<file path="src/rtl/adder_tree_pipe.sv">
// adder_tree_pipe: pipelined N-operand unsigned adder tree with valid/ready
// flow control. One register level per tree stage; every stage can advance
// independently, so an empty stage keeps accepting while downstream stalls.
// The full-width sum of the last stage is sliced to DATA_OUT_WIDTH bits
// (top bits for a scaled result, bottom bits for modulo wrap-around).
module adder_tree_pipe #(
   parameter int NUM_INPUTS     = 4,
   parameter int DATA_IN_WIDTH  = 8,
   parameter int DATA_OUT_WIDTH = 8,
   parameter bit TAKE_MSB       = 1'b1
) (
   input  logic                                clk,
   input  logic                                rst,
   input  logic                                in_valid,
   output logic                                in_ready,
   input  logic [NUM_INPUTS*DATA_IN_WIDTH-1:0] data_in,
   output logic                                out_valid,
   input  logic                                out_ready,
   output logic [DATA_OUT_WIDTH-1:0]           data_out
);

   localparam int LEVELS     = $clog2(NUM_INPUTS);
   localparam int FULL_WIDTH = DATA_IN_WIDTH + LEVELS;
   localparam int HALF       = NUM_INPUTS / 2;

   // Partial sums are kept in FULL_WIDTH containers. A stage-k sum only ever
   // occupies its low DATA_IN_WIDTH+k bits (the bits above are always zero),
   // so each pairwise add is carry-exact without per-stage width bookkeeping.
   logic [FULL_WIDTH-1:0] lane_in [0:NUM_INPUTS-1];
   logic [FULL_WIDTH-1:0] sum_p   [1:LEVELS][0:HALF-1];
   logic [LEVELS:1]       vld_p;
   logic [LEVELS:1]       adv;

   // Select the visible slice of the full-width sum.
   function automatic logic [DATA_OUT_WIDTH-1:0] slice_out(input logic [FULL_WIDTH-1:0] s);
      if (TAKE_MSB)
         return s[FULL_WIDTH-1 -: DATA_OUT_WIDTH];
      else
         return s[DATA_OUT_WIDTH-1:0];
   endfunction

   // Unpack operand lanes and zero-extend them to the container width.
   always_comb begin
      for (int i = 0; i < NUM_INPUTS; i++) begin
         lane_in[i] = {{LEVELS{1'b0}}, data_in[i*DATA_IN_WIDTH +: DATA_IN_WIDTH]};
      end
   end

   // Advance chain from the output back to the input: a stage may load when
   // it is empty or when the stage after it is advancing.
   always_comb begin
      logic run;
      adv = '0;
      run = out_ready | ~vld_p[LEVELS];
      adv[LEVELS] = run;
      for (int k = LEVELS - 1; k >= 1; k--) begin
         run    = run | ~vld_p[k];
         adv[k] = run;
      end
   end

   // Stage registers: data loads together with its valid bit; a stage that
   // cannot advance holds both. Reset clears valids and data alike.
   always_ff @(posedge clk) begin
      if (rst) begin
         vld_p <= '0;
         for (int k = 1; k <= LEVELS; k++) begin
            for (int j = 0; j < HALF; j++) begin
               sum_p[k][j] <= '0;
            end
         end
      end else begin
         // stage 1: pair input lanes
         if (adv[1]) begin
            vld_p[1] <= in_valid;
            for (int j = 0; j < HALF; j++) begin
               sum_p[1][j] <= lane_in[2*j] + lane_in[2*j+1];
            end
         end
         // stages 2..LEVELS: pair the previous stage's sums
         for (int k = 2; k <= LEVELS; k++) begin
            if (adv[k]) begin
               vld_p[k] <= vld_p[k-1];
               for (int j = 0; j < (NUM_INPUTS >> k); j++) begin
                  sum_p[k][j] <= sum_p[k-1][2*j] + sum_p[k-1][2*j+1];
               end
            end
         end
      end
   end

   assign in_ready  = adv[1];
   assign out_valid = vld_p[LEVELS];
   assign data_out  = slice_out(sum_p[LEVELS][0]);

endmodule

</file>
<file path="config.mk">
export PLATFORM = sky130hd
export DESIGN_NAME = adder_tree_pipe
export DESIGN_NICKNAME = d
export VERILOG_FILES = /design/src/rtl/adder_tree_pipe.sv
export SDC_FILE = /design/constraint.sdc
export NUM_CORES = 1
export LEC_CHECK = 0
export BUFFER_PORTS_ARGS = -buffer_cell sky130_fd_sc_hd__buf_2
export CAP_MARGIN = 40
export CELL_PAD_IN_SITES_DETAIL_PLACEMENT = 0
export CELL_PAD_IN_SITES_GLOBAL_PLACEMENT = 1
export CORE_MARGIN = 4
export CORE_UTILIZATION = 30
export CTS_CLUSTER_DIAMETER = 50
export DETAILED_ROUTE_END_ITERATION = 8
export GPL_ROUTABILITY_DRIVEN = 0
export PLACE_DENSITY = 0.7
export SYNTH_ARGS = -nofsm -noshare
export SYNTH_HDL_FRONTEND = slang
export SYNTH_SLANG_ARGS = --single-unit
export TNS_END_PERCENT = 5
</file>
<file path="constraint.sdc">
create_clock -name clk -period 3.9 [get_ports clk]
set_clock_uncertainty 0.2 [all_clocks]
set_input_delay 0.195 -clock clk [delete_from_list [all_inputs] [get_ports clk]]
set_output_delay 0.195 -clock clk [all_outputs]
set_load 0.05 [all_outputs]
</file>
==> results.sh <==
export IMPL_clock_tree_buffer_depth=2
export IMPL_p_leak_nw=1.02
export IMPL_insertion_delay_ns=0.27
export IMPL_synth_flop_cell="edfxtp_1"
export IMPL_htreeDepth=1
export IMPL_crit_fanout=4
export IMPL_critPathKind="register to register"
export IMPL_fp_dieW_um=89.0
export IMPL_path_buf_inv=0
export IMPL_wl_per_cell_um=12.4
export IMPL_hold_violations=0
export IMPL_min_path_cells=2
export IMPL_drc_errors=0
export IMPL_cts_buffers=3
export IMPL_via_count=1484
export IMPL_async_flop_share_pct=0
export IMPL_outcome="complete, no violations"
export IMPL_final_util_pct=36.6
export IMPL_worstRegToRegCells=5
export IMPL_power_density_mw_per_mm2=358
export IMPL_grt_pass1_vias=1421
export IMPL_crit_slowest_cell="a311oi_4"
export IMPL_overflow=0
export IMPL_yosys_area_top_type="edfxtp_1"
export IMPL_seq_area_frac_synth_pct=41.7
export IMPL_syn_cell_area_sq_mm=0.00197
export IMPL_post_route_period_util_pct=55.0
export IMPL_tightestPinTransition_ns=0.810
export IMPL_antenna_found_initial=0
export IMPL_crit_path_max_incr_delay_ns=0.44
export IMPL_dr_pass1_iters=4
export IMPL_critPathTopFamily="compound AO/OA/AOI/OAI gates"
export IMPL_maxSlewHeadroom_pct=46.0
export IMPL_ios=46
export IMPL_final_common_cell="buf_2"
export IMPL_chipHeight_um=89.0
export IMPL_ys_warnings_count=0
export IMPL_fin_ws_ns=1.75
export IMPL_synth_top_area_share_pct=39.7
export IMPL_reg2reg_from="sum_p[1][10]"
export IMPL_syn_inst=182
export IMPL_final_cell_mix="buf_2 (45), edfxtp_1 (26), ha_1 (24), nor2_1 (21), nor3_1 (10)"
export IMPL_wl_mm=3.77
export IMPL_power_mw=0.831
export IMPL_setup_tns_ns=0
export IMPL_clk_pin_slew_ns=0.09
export IMPL_preCtsSetupSlack_ns=1.57
export IMPL_drive_gt1_share_pct=24.8
export IMPL_core_area_sq_mm=0.00635
export IMPL_period_minus_slack_ns=2.15
export IMPL_r2r_end="sum_p[2][18]"
export IMPL_synth_edff_count=26
export IMPL_cts_tree="built"
export IMPL_setup_viol=0
export IMPL_cts_num_sinks=28
export IMPL_initial_core_util_pct=31.0
export IMPL_antenna_left=0
export IMPL_num_antenna_cells=0
export IMPL_slew_viol_final=0
export IMPL_hpwl_mm=3.17
export IMPL_cap_violations=0
export IMPL_rsz0062_at_grt="no"
export IMPL_drtIter0Drc=65
export IMPL_area_delta_synth_final_pct=17.9
export IMPL_ys_seq_elements=28
export IMPL_dieArea_sq_mm=0.00792
export IMPL_yosys_top_cells_area="edfxtp_1 (40%), ha_1 (15%), nor2_1 (4.0%)"
export IMPL_grt_start_max_net_pins=19
export IMPL_r2r_setup_slack_ns=1.75
export IMPL_avgSynthCellArea_sq_um=10.8
export IMPL_clock_fmax_mhz=466
export IMPL_io_buffers=45
export IMPL_critical_path_required_ns=3.72
export IMPL_grtUsageTotal_pct=10.1
export IMPL_layout_nets=289
export IMPL_fill_cells=642
export IMPL_syn_nets=244
export IMPL_num_rows=29
export IMPL_start_kind="register"
export IMPL_ir_worst_vdd_v=0.000171
export IMPL_min_from="rst"
export IMPL_grt_pass1_wl_mm=6.39
export IMPL_end_kind="register"
export IMPL_synthDistinctLibCells=41
export IMPL_hold_class="primary input to register"
export IMPL_crit_chain="ha_1, a311oi_4, o21bai_4, a221oi_4, o21ai_0"
export IMPL_min_to="vld_p[1]"
export IMPL_crit_arrival_ns=1.97
export IMPL_vias_per_cell=4.90
export IMPL_clockRootBuffer="clkbuf_8"
cells in the mapped netlist (2+ instances only):
cell type,number
a21oi_1,4
o21bai_1,2
nor3_1,10
a21o_1,3
or2_2,2
o2111ai_1,2
dfxtp_1,2
nand2b_1,2
fa_1,2
clkbuf_1,5
edfxtp_1,26
o31a_1,2
inv_1,3
or3_1,5
o21ai_0,9
and2_1,4
ha_1,24
nand3_1,6
a211oi_1,9
nand2_1,9
a31oi_1,2
mux2i_1,4
xnor2_1,6
o21a_1,2
nor2_1,21
logic make-up (layout without fill, tap and decap cells):
kind of cell / after synthesis / count (layout) / synth area share, %
multiplexers: 4 / 4 / 2.03
AO/OA/AOI/OAI: 43 / 43 / 18.1
XOR/XNOR: 6 / 6 / 2.67
buffers and inverters: 9 / 53 / 1.78
adder cells (fa/ha/maj): 26 / 26 / 17.3
AND/OR/NAND/NOR: 66 / 66 / 16.5
flip-flops: 28 / 28 / 41.7
final cells by class:
type / instances / area [sq um] / area share, %
clock buffers: 3 / 41.3 / 1.78
repair buffers: 46 / 235 / 10.1
clock inverters: 1 / 3.75 / 0.162
inverters: 3 / 11.3 / 0.485
multi-input cells: 145 / 1110 / 47.9
well taps: 77 / 96.3 / 4.15
flip-flops and latches: 28 / 821 / 35.4
worst max path at each step:
stage            startpoint      endpoint  slack [ns]  cells past startpoint
4_1_cts        sum_p[1][10]  sum_p[2][18]        1.74                      5
2_1_floorplan   data_in[16]   sum_p[1][6]        1.81                      6
5_1_grt        sum_p[1][10]  sum_p[2][18]        1.61                      5
3_5_place_dp    data_in[16]   sum_p[1][6]        1.57                      7
3_3_place_gp    data_in[16]   sum_p[1][6]        1.62                      7
6_report       sum_p[1][10]  sum_p[2][18]        1.75                      5
metrics by stage:
stage | std cells | instance area [sq um] | hold slack, ns
after detailed placement | 298 | 2270 | 0.212
after floorplan | 182 | 1970 | 0.116
after global placement | 298 | 2270 | 0.202
after CTS | 303 | 2320 | 0.0193
final | 303 | 2320 | 0.0305
after global routing | 303 | 2320 | 0.0434
where the power goes:
part,switching [mW],internal (mW),total [mW]
Combinational,0.178,0.113,0.291
Clock,0.0870,0.0706,0.158
Sequential,0.0109,0.372,0.382
sequential cells by signal, summed over array words and instances (netlist names):
register / flops
sum_p: 26
vld_p: 2
what timing repair did:
item | in CTS | in global routing
gates resized for setup | 0 | 0
setup buffers | 0 | 0
hold buffers | 1 | 0
endpoints found under the hold margin | 1 | 0
per-layer routing:
layer	global-route usage, %	part of all wire [%]
met5	0	0
met4	2.84	1.1
met3	1.57	5.0
met2	16.7	48
met1	13.8	46
Power figures use the tool's default switching activity.
